<file path="config.mk">
export PLATFORM = sky130hd
export DESIGN_NAME = vx_bank_sched
export DESIGN_NICKNAME = d
export VERILOG_FILES = /design/src/rtl/vx_bank_sched_pkg.sv /design/src/rtl/vx_bank_sched_pipe_reg.sv /design/src/rtl/vx_bank_sched.sv
export SDC_FILE = /design/constraint.sdc
export NUM_CORES = 1
export LEC_CHECK = 0
export BUFFER_PORTS_ARGS = -buffer_cell sky130_fd_sc_hd__buf_2
export CAP_MARGIN = 20
export CORE_AREA = 2 2 145 147
export CTS_BUF_LIST = sky130_fd_sc_hd__clkbuf_4 sky130_fd_sc_hd__clkbuf_8
export DETAILED_ROUTE_END_ITERATION = 12
export DIE_AREA = 0 0 147 149
export HOLD_SLACK_MARGIN = 0.08
export SLEW_MARGIN = 20
export SYNTH_ARGS = -nofsm -noshare
export SYNTH_HDL_FRONTEND = slang
export SYNTH_HIERARCHICAL = 1
export SYNTH_SLANG_ARGS = --single-unit
export TNS_END_PERCENT = 50
</file>
<file path="constraint.sdc">
create_clock -name clk -period 2.4 [get_ports clk]
set_input_delay 0.36 -clock clk [delete_from_list [all_inputs] [get_ports clk]]
set_output_delay 0.36 -clock clk [all_outputs]
set_load 0.005 [all_outputs]
</file>
<file path="src/rtl/vx_bank_sched_pkg.sv">
// Shared cache definitions: stage-0 source encodings and the bank scheduler FSM states.
package vx_bank_sched_pkg;

  localparam logic [1:0] SEL_CORE   = 2'd0;
  localparam logic [1:0] SEL_REPLAY = 2'd1;
  localparam logic [1:0] SEL_FILL   = 2'd2;

  typedef enum logic {
    ST_IDLE   = 1'b0,
    ST_REPLAY = 1'b1
  } sched_state_e;

endpackage

</file>
<file path="src/rtl/vx_bank_sched_pipe_reg.sv">
// Stage-0 output register of the bank scheduler; loads when enabled and holds otherwise.
module vx_bank_sched_pipe_reg #(
  parameter int ADDR_W = 26,
  parameter int DATA_W = 64
) (
  input  logic              clk,
  input  logic              reset,
  input  logic              en,
  input  logic              load_valid,
  input  logic [1:0]        load_sel,
  input  logic [ADDR_W-1:0] load_addr,
  input  logic [DATA_W-1:0] load_data,
  output logic              vld_p0,
  output logic [1:0]        sel_p0,
  output logic [ADDR_W-1:0] addr_p0,
  output logic [DATA_W-1:0] data_p0
);

  // Stage 0: a reset drops any held entry outright; the source is not retried.
  always_ff @(posedge clk or negedge reset) begin
    if (!reset) begin
      vld_p0  <= 1'b0;
      sel_p0  <= 2'd0;
      addr_p0 <= '0;
      data_p0 <= '0;
    end else if (en) begin
      vld_p0  <= load_valid;
      sel_p0  <= load_sel;
      addr_p0 <= load_addr;
      data_p0 <= load_data;
    end
  end

endmodule

</file>
<file path="src/rtl/vx_bank_sched.sv">
// Bank request scheduler: arbitrates fill > replay > core into one stage-0 register,
// with a post-fill replay phase, core starvation override and core credit tracking.
module vx_bank_sched
  import vx_bank_sched_pkg::*;
#(
  parameter int LINE_ADDR_WIDTH = 26,
  parameter int PAYLOAD_W       = 64,
  parameter int CREDITS         = 4,
  parameter int STARVE_LIMIT    = 8
) (
  input  logic                       clk,
  input  logic                       reset,
  input  logic                       core_req_valid,
  input  logic [LINE_ADDR_WIDTH-1:0] core_req_addr,
  input  logic [PAYLOAD_W-1:0]       core_req_data,
  output logic                       core_req_ready,
  input  logic                       fill_valid,
  input  logic [LINE_ADDR_WIDTH-1:0] fill_addr,
  input  logic [PAYLOAD_W-1:0]       fill_data,
  output logic                       fill_ready,
  input  logic                       mshr_sched_valid,
  input  logic [LINE_ADDR_WIDTH-1:0] mshr_sched_addr,
  input  logic [PAYLOAD_W-1:0]       mshr_sched_data,
  output logic                       mshr_schedule,
  input  logic                       core_retire,
  output logic                       pipe_valid,
  output logic [1:0]                 pipe_sel,
  output logic [LINE_ADDR_WIDTH-1:0] pipe_addr,
  output logic [PAYLOAD_W-1:0]       pipe_data,
  input  logic                       pipe_ready
);

  localparam int CRD_W = $clog2(CREDITS + 1);
  localparam int STV_W = $clog2(STARVE_LIMIT + 1);

  sched_state_e               state;
  logic [STV_W-1:0]           starve;
  logic [CRD_W-1:0]           credits;
  logic                       advance;
  logic                       core_elig;
  logic                       starved;
  logic                       grant_fill;
  logic                       grant_replay;
  logic                       grant_core;
  logic [1:0]                 load_sel;
  logic [LINE_ADDR_WIDTH-1:0] load_addr;
  logic [PAYLOAD_W-1:0]       load_data;

  assign advance   = !pipe_valid || pipe_ready;
  assign core_elig = core_req_valid && (credits != '0) && (state == ST_IDLE);
  assign starved   = (starve == STV_W'(STARVE_LIMIT));

  // Starvation lets core overtake replay, but a pending fill always wins.
  assign grant_fill   = reset && advance && fill_valid;
  assign grant_replay = reset && advance && !fill_valid && mshr_sched_valid
                        && !(core_elig && starved);
  assign grant_core   = reset && advance && !fill_valid && core_elig
                        && (!mshr_sched_valid || starved);

  assign fill_ready     = grant_fill;
  assign mshr_schedule  = grant_replay;
  assign core_req_ready = grant_core;

  always_comb begin
    load_sel  = SEL_CORE;
    load_addr = core_req_addr;
    load_data = core_req_data;
    if (grant_fill) begin
      load_sel  = SEL_FILL;
      load_addr = fill_addr;
      load_data = fill_data;
    end else if (grant_replay) begin
      load_sel  = SEL_REPLAY;
      load_addr = mshr_sched_addr;
      load_data = mshr_sched_data;
    end
  end

  always_ff @(posedge clk or negedge reset) begin
    if (!reset) begin
      state   <= ST_IDLE;
      starve  <= '0;
      credits <= CRD_W'(CREDITS);
    end else begin
      case (state)
        ST_IDLE:   if (grant_fill) state <= ST_REPLAY;
        ST_REPLAY: if (advance && !mshr_sched_valid && !fill_valid) state <= ST_IDLE;
        default:   state <= ST_IDLE;
      endcase

      if (grant_core || !core_req_valid)
        starve <= '0;
      else if (grant_replay && core_elig && !starved)
        starve <= starve + STV_W'(1);

      // A retire with every credit already home is a protocol error; hold at the cap.
      case ({grant_core, core_retire})
        2'b10:   credits <= credits - CRD_W'(1);
        2'b01:   if (credits != CRD_W'(CREDITS)) credits <= credits + CRD_W'(1);
        default: credits <= credits;
      endcase
    end
  end

  assert property (@(posedge clk) disable iff (!reset)
                   !(core_retire && credits == CRD_W'(CREDITS)));

  vx_bank_sched_pipe_reg #(
    .ADDR_W (LINE_ADDR_WIDTH),
    .DATA_W (PAYLOAD_W)
  ) u_pipe_reg (
    .clk        (clk),
    .reset      (reset),
    .en         (advance),
    .load_valid (grant_fill || grant_replay || grant_core),
    .load_sel   (load_sel),
    .load_addr  (load_addr),
    .load_data  (load_data),
    .vld_p0     (pipe_valid),
    .sel_p0     (pipe_sel),
    .addr_p0    (pipe_addr),
    .data_p0    (pipe_data)
  );

endmodule

</file>
Word-level counts from Yosys, hierarchy flattened. Index checks and enable logic that the tools add are counted.

Bits in registers: 101. Word-level logic and storage cells: 58.

Add/sub/neg operators: 3. Equality and inequality tests: 5. Multiplexer cells: 13. Bitwise operators: 1. Reductions and logical operators: 29.

Operators by type and width (number): two-way mux 64 bit (2); two-way mux 26 bit (2); logical AND 1 bit (14); two-way mux 4 bit (2); zero test 1 bit (6); one-hot mux 3 bit (2 select lines) (1); logical OR 1 bit (5); adder 4 x 1 -> 4 bit (second input constant) (1); equality test 4 bit (second input constant) (1); nonzero test 2 bit (2); adder 3 x 1 -> 3 bit (second input constant) (1); two-way mux 1 bit (3); two-way mux 3 bit (1); inequality test 3 bit (second input constant) (1); nonzero test 3 bit (1); subtractor 3 x 1 -> 3 bit (second input constant) (1); equality test 2 x 1 -> 1 bit (second input constant) (1); equality test 2 bit (second input constant) (1); two-way mux 2 bit (1); inequality test 2 bit (second input constant) (1); one-hot mux 1 bit (2 select lines) (1); AND reduction 2 bit (1); inverter 1 bit (1).

Depth between registers and ports, before layout.
Depth in word-level cells: 10. Gate-level depth with buffers: 10. Gate-level depth less buffers: 10.

Modules after synthesis. The synthesis kept the hierarchy.

By module, submodules not included: vx_bank_sched_pipe_reg (instances 1, cells an instance 196, area each 3733.6 um^2); vx_bank_sched (instances 1, cells an instance 368, area each 2602.5 um^2).

Least setup slack after synthesis. Ideal clock, no wire load.

Kind: flip-flop to flip-flop. Start point: register credits[1]. End point: register credits[2]. Library setup time: 82 ps. Arrival time: 2101 ps. Required time: 2318 ps. Slack: 217 ps. Stages on the path, launching flop included: 9. Cells stage by stage: dfrtp_1 > o311ai_4 > a211o_2 > nand2_1 > fa_1 > a211o_1 > nor3_1 > a2bb2oi_1 > o31a_1.

Cells in the longest elaborated chain, start to end: 8.

RTL lines: start, declared (line vx_bank_sched.sv:38) `logic [CRD_W-1:0] credits;`; start signal, assigned (line vx_bank_sched.sv:83) `credits <= CRD_W'(CREDITS);`; start signal, assigned (line vx_bank_sched.sv:98) `2'b10: credits <= credits - CRD_W'(1);`; start signal, assigned (line vx_bank_sched.sv:99) `2'b01: if (credits != CRD_W'(CREDITS)) credits <= credits + CRD_W'(1);`; nonzero test 3 bit (line vx_bank_sched.sv:50) `assign core_elig = core_req_valid && (credits != '0) && (state == ST_IDLE);`; logical AND 1 bit (2 in series) (line vx_bank_sched.sv:50); logical AND 1 bit (line vx_bank_sched.sv:57) `assign grant_core = reset && advance && !fill_valid && core_elig`; logical AND 1 bit (line vx_bank_sched.sv:58) `&& (!mshr_sched_valid || starved);`; equality test 2 x 1 -> 1 bit / equality test 2 bit (equally long branches) (line vx_bank_sched.sv:97) `case ({grant_core, core_retire})`; inequality test 2 bit (no line) / nonzero test 2 bit (equally long branches); AND reduction 2 bit (no line).

Several ways; a longest one is shown, not always the timed one. The select of a mux whose other input is x is not followed. A chain may end at the register's enable or synchronous reset.

Worst setup path in the final report.
Start point: register u_pipe_reg.vld_p0. End point: output core_req_ready.

Cells in the longest elaborated chain, start to end: 6.

RTL lines: start, declared (line vx_bank_sched_pipe_reg.sv:13) `output logic vld_p0,`; start signal, assigned (line vx_bank_sched_pipe_reg.sv:27) `vld_p0 <= load_valid;`; zero test 1 bit (line vx_bank_sched.sv:49) `assign advance = !pipe_valid || pipe_ready;`; logical OR 1 bit (line vx_bank_sched.sv:49); logical AND 1 bit (3 in series) (line vx_bank_sched.sv:57); logical AND 1 bit (line vx_bank_sched.sv:58); end, declared (line vx_bank_sched.sv:16) `output logic core_req_ready,`.

Every way passes these cells.

==> flow_summary.yaml <==
status:
  status: "completed"
timing:
  slew_headroom_pct: 46.2
  final_hold_viol_count: 0
  fin_skew_ps: 14.0
  fmax_ghz: 0.432
  rsz0062_at_grt: "false"
  setup_tns_ps: 0
  slew_violations: 0
  finalCriticalPeriod_ps: 2320
  finalSetupViolations: 0
  tightest_slew_ps: 807
  period_share_pct: 96.5
grt:
  antenna_found_initial: 0
  grt_pass1_wl_um: 27500
  overflow: 0
  grt_start_max_net_pins: 94
  grt_pass1_vias: 5302
  grt.total_usage_pct: 15.8
cells_and_area:
  num_antenna_cells: 0
  drive_gt1_share_pct: 64.2
  synthToLayoutAreaGrowth_pct: 35.8
  seq_area_mm2: 0.00253
  fin_cells: 1199
  fillerInstances: 2008
  fin_nets: 1199
  multi_input_area_mm2: 0.00314
  fin_area_mm2: 0.00861
logic_synthesis:
  yosysTopAreaCellShare_pct: 39.5
  synth-seq-cells: 101
  yosysUniqueCellTypes: 39
  syn_nets: 844
  syn_area_mm2: 0.00634
  ys_seq_area_share_pct: 39.9
  synth_edf_count: 0
  yosysMostFrequentCell: "dfrtp_1"
  synth.largest_area_cell: "dfrtp_1"
  synth_area_leaders: "dfrtp_1 (39%), mux2_4 (17%), o21ai_2 (12%)"
  synth_common_cells: "dfrtp_1 (100), inv_1 (99), a22oi_1 (90), o21ai_2 (90), mux2_4 (70)"
  synth_cells: 564
  synth-main-ff-cell: "dfrtp_1"
  synth_area_per_cell_um2: 11.2
  async_reset_ff_share_pct: 100
  synth_warnings: 6
drt:
  drtPass1Iterations: 5
  vias: 5459
  drtIter0Drc: 259
  drc: 0
  via_per_inst: 4.55
  wl_per_cell_um: 15.0
  ant_nets: 0
  routed_wl_um: 18000
floorplan:
  row_count: 53
  die_area_mm2: 0.0219
  initial_core_util_pct: 30.8
  die_w_um: 147
  coreArea_mm2: 0.0206
  dieHeight_um: 149
  pin_count: 373
clocking:
  cts_sinks: 101
  cts_max_level: 3
  cts_root_buf: "clkbuf_8"
  clk_latency_ps: 370
  clock_path_buffers: 2
  cts_resized: 0
  path_clk_slew_ps: 100
  cts_tree: "done"
  numCtsBuffers: 9
placed_design:
  gp_congestion: 0.780
  dp_cells: 1180
  hpwlAfterDp_um: 13700
  numPortBuffers: 372
  placed_cell_area_mm2: 0.00840
critical_path:
  r2r-start: "credits[0]$_DFFE_PN0P_"
  path_max_fanout: 7
  r2r-end: "credits[2]$_DFFE_PN1P_"
  critPathCapture: "core_req_ready"
  worstPathRequired_ps: 2040
  cp-start-kind: "flip-flop"
  critPathKind: "reg -> out"
  worst-r2r-cell-count: 8
  crit_start: "u_pipe_reg/vld_p0$_DFFE_PN0P_"
  critPathArrivalTime_ps: 1960
  crit_path_end_kind: "primary output"
  ff2ff_setup_slack_ps: 120
min_path:
  worst_hold_path_type: "in -> async"
pwr:
  leakage_uw: 0.00466
  powerDensity_mw_per_mm2: 568
  p_sw_uw: 1550
  swShare_pct: 31.7
  internal-power_uw: 3340
  sequentialPowerShare_pct: 44.4
  combPwrFrac_pct: 34.5
  vdd_drop_max_v: 0.000200
  clkPwrFrac_pct: 21.1
flow_run:
  drv_cap: 0
==> cell families (layout without fill, tap and decap cells) <==
group / count (synthesis) / in the layout / synth area share [%]
fa+ha+maj: 3 / 3 / 0.711
mux: 94 / 94 / 20.8
simple gates: 20 / 20 / 1.86
compound gates: 204 / 204 / 26.0
flops: 101 / 101 / 39.9
buf+inv: 142 / 502 / 10.7
==> sequential cells by signal, summed over array words and instances (netlist names) <==
| name | count |
|---|---|
| u_pipe_reg/sel_p0 | 2 |
| state | 1 |
| u_pipe_reg/data_p0 | 64 |
| credits | 3 |
| u_pipe_reg/vld_p0 | 1 |
| u_pipe_reg/addr_p0 | 26 |
| starve | 4 |
==> timing repair <==
| item | CTS | global route |
|---|---|---|
| buffers inserted | 0 | 2 |
| hold endpoints to repair | 28 | 0 |
| endpoints found under the setup margin | 0 | 1 |
| hold buffers | 1 | 0 |
==> per-layer routing <==
layer,track usage (%),part of all wire [%]
met2,28.7,51
met4,4.71,1.5
met3,3.58,6.9
met5,0,0
met1,18.8,40
==> power groups by stage <==
stage | registers [uW] | clock network, uW | logic, uW
global route | 2210 | 1170 | 1830
detailed placement | 2200 | 0 | 1700
CTS | 2170 | 1100 | 1700
global placement | 2190 | 0 | 1680
finish | 2170 | 1030 | 1690
floorplan | 2220 | 0 | 970
==> critical path: stages (launching register included) <==
cell     delay, ps
dfrtp_1        400
nor2b_4        160
or3_4          350
a211o_2        330
buf_4          160
inv_2           70
buf_2          110
==> cell type report <==
type                    count  share of cell area (%)
repair buffers            385                    23.5
well taps                 275                    4.00
flip-flops and latches    101                    29.4
clock inverters             6                   0.523
multi-input cells         321                    36.5
clock buffers              10                    1.60
inverters                 101                    4.43
==> cell usage in the layout, fill, tap and decap left out, types with 2 or more instances in the layout <==
cell type	instances
dfrtp_1	100
nand3_1	3
ha_1	2
buf_4	8
nor3_1	2
mux2_4	70
buf_12	5
a21oi_1	4
buf_2	371
or3_1	3
clkinv_4	2
inv_6	2
o21ai_2	90
o21ai_0	7
a22oi_1	90
inv_1	99
mux2_2	23
clkinv_2	2
clkbuf_8	10
nand2_1	6
==> worst min-delay path by stage <==
| stage | startpoint | end | slack [ps] |
|---|---|---|---|
| 6_report | reset | u_pipe_reg/data_p0[10]$_DFFE_PN0P_ | 180 |
| 5_1_grt | reset | u_pipe_reg/data_p0[10]$_DFFE_PN0P_ | 240 |
| 4_1_cts | reset | u_pipe_reg/data_p0[10]$_DFFE_PN0P_ | 200 |
| 3_5_place_dp | u_pipe_reg/data_p0[18]$_DFFE_PN0P_ | u_pipe_reg/data_p0[18]$_DFFE_PN0P_ | 490 |
| 3_3_place_gp | u_pipe_reg/data_p0[16]$_DFFE_PN0P_ | u_pipe_reg/data_p0[16]$_DFFE_PN0P_ | 480 |
| 2_1_floorplan | reset | credits[0]$_DFFE_PN0P_ | 60 |
==> metrics by stage <==
stage	worst slack [ps]	power, uW	util (%)	hold slack (ps)
final	83.1	4890	41.9	176
after global routing	5.35	5210	41.9	240
after CTS	54.9	4980	41.8	202
after detailed placement	152	3900	40.9	487
after global placement	176	3880	40.9	484
after floorplan	217	3190	-	64.4
Power figures use the tool's default switching activity.
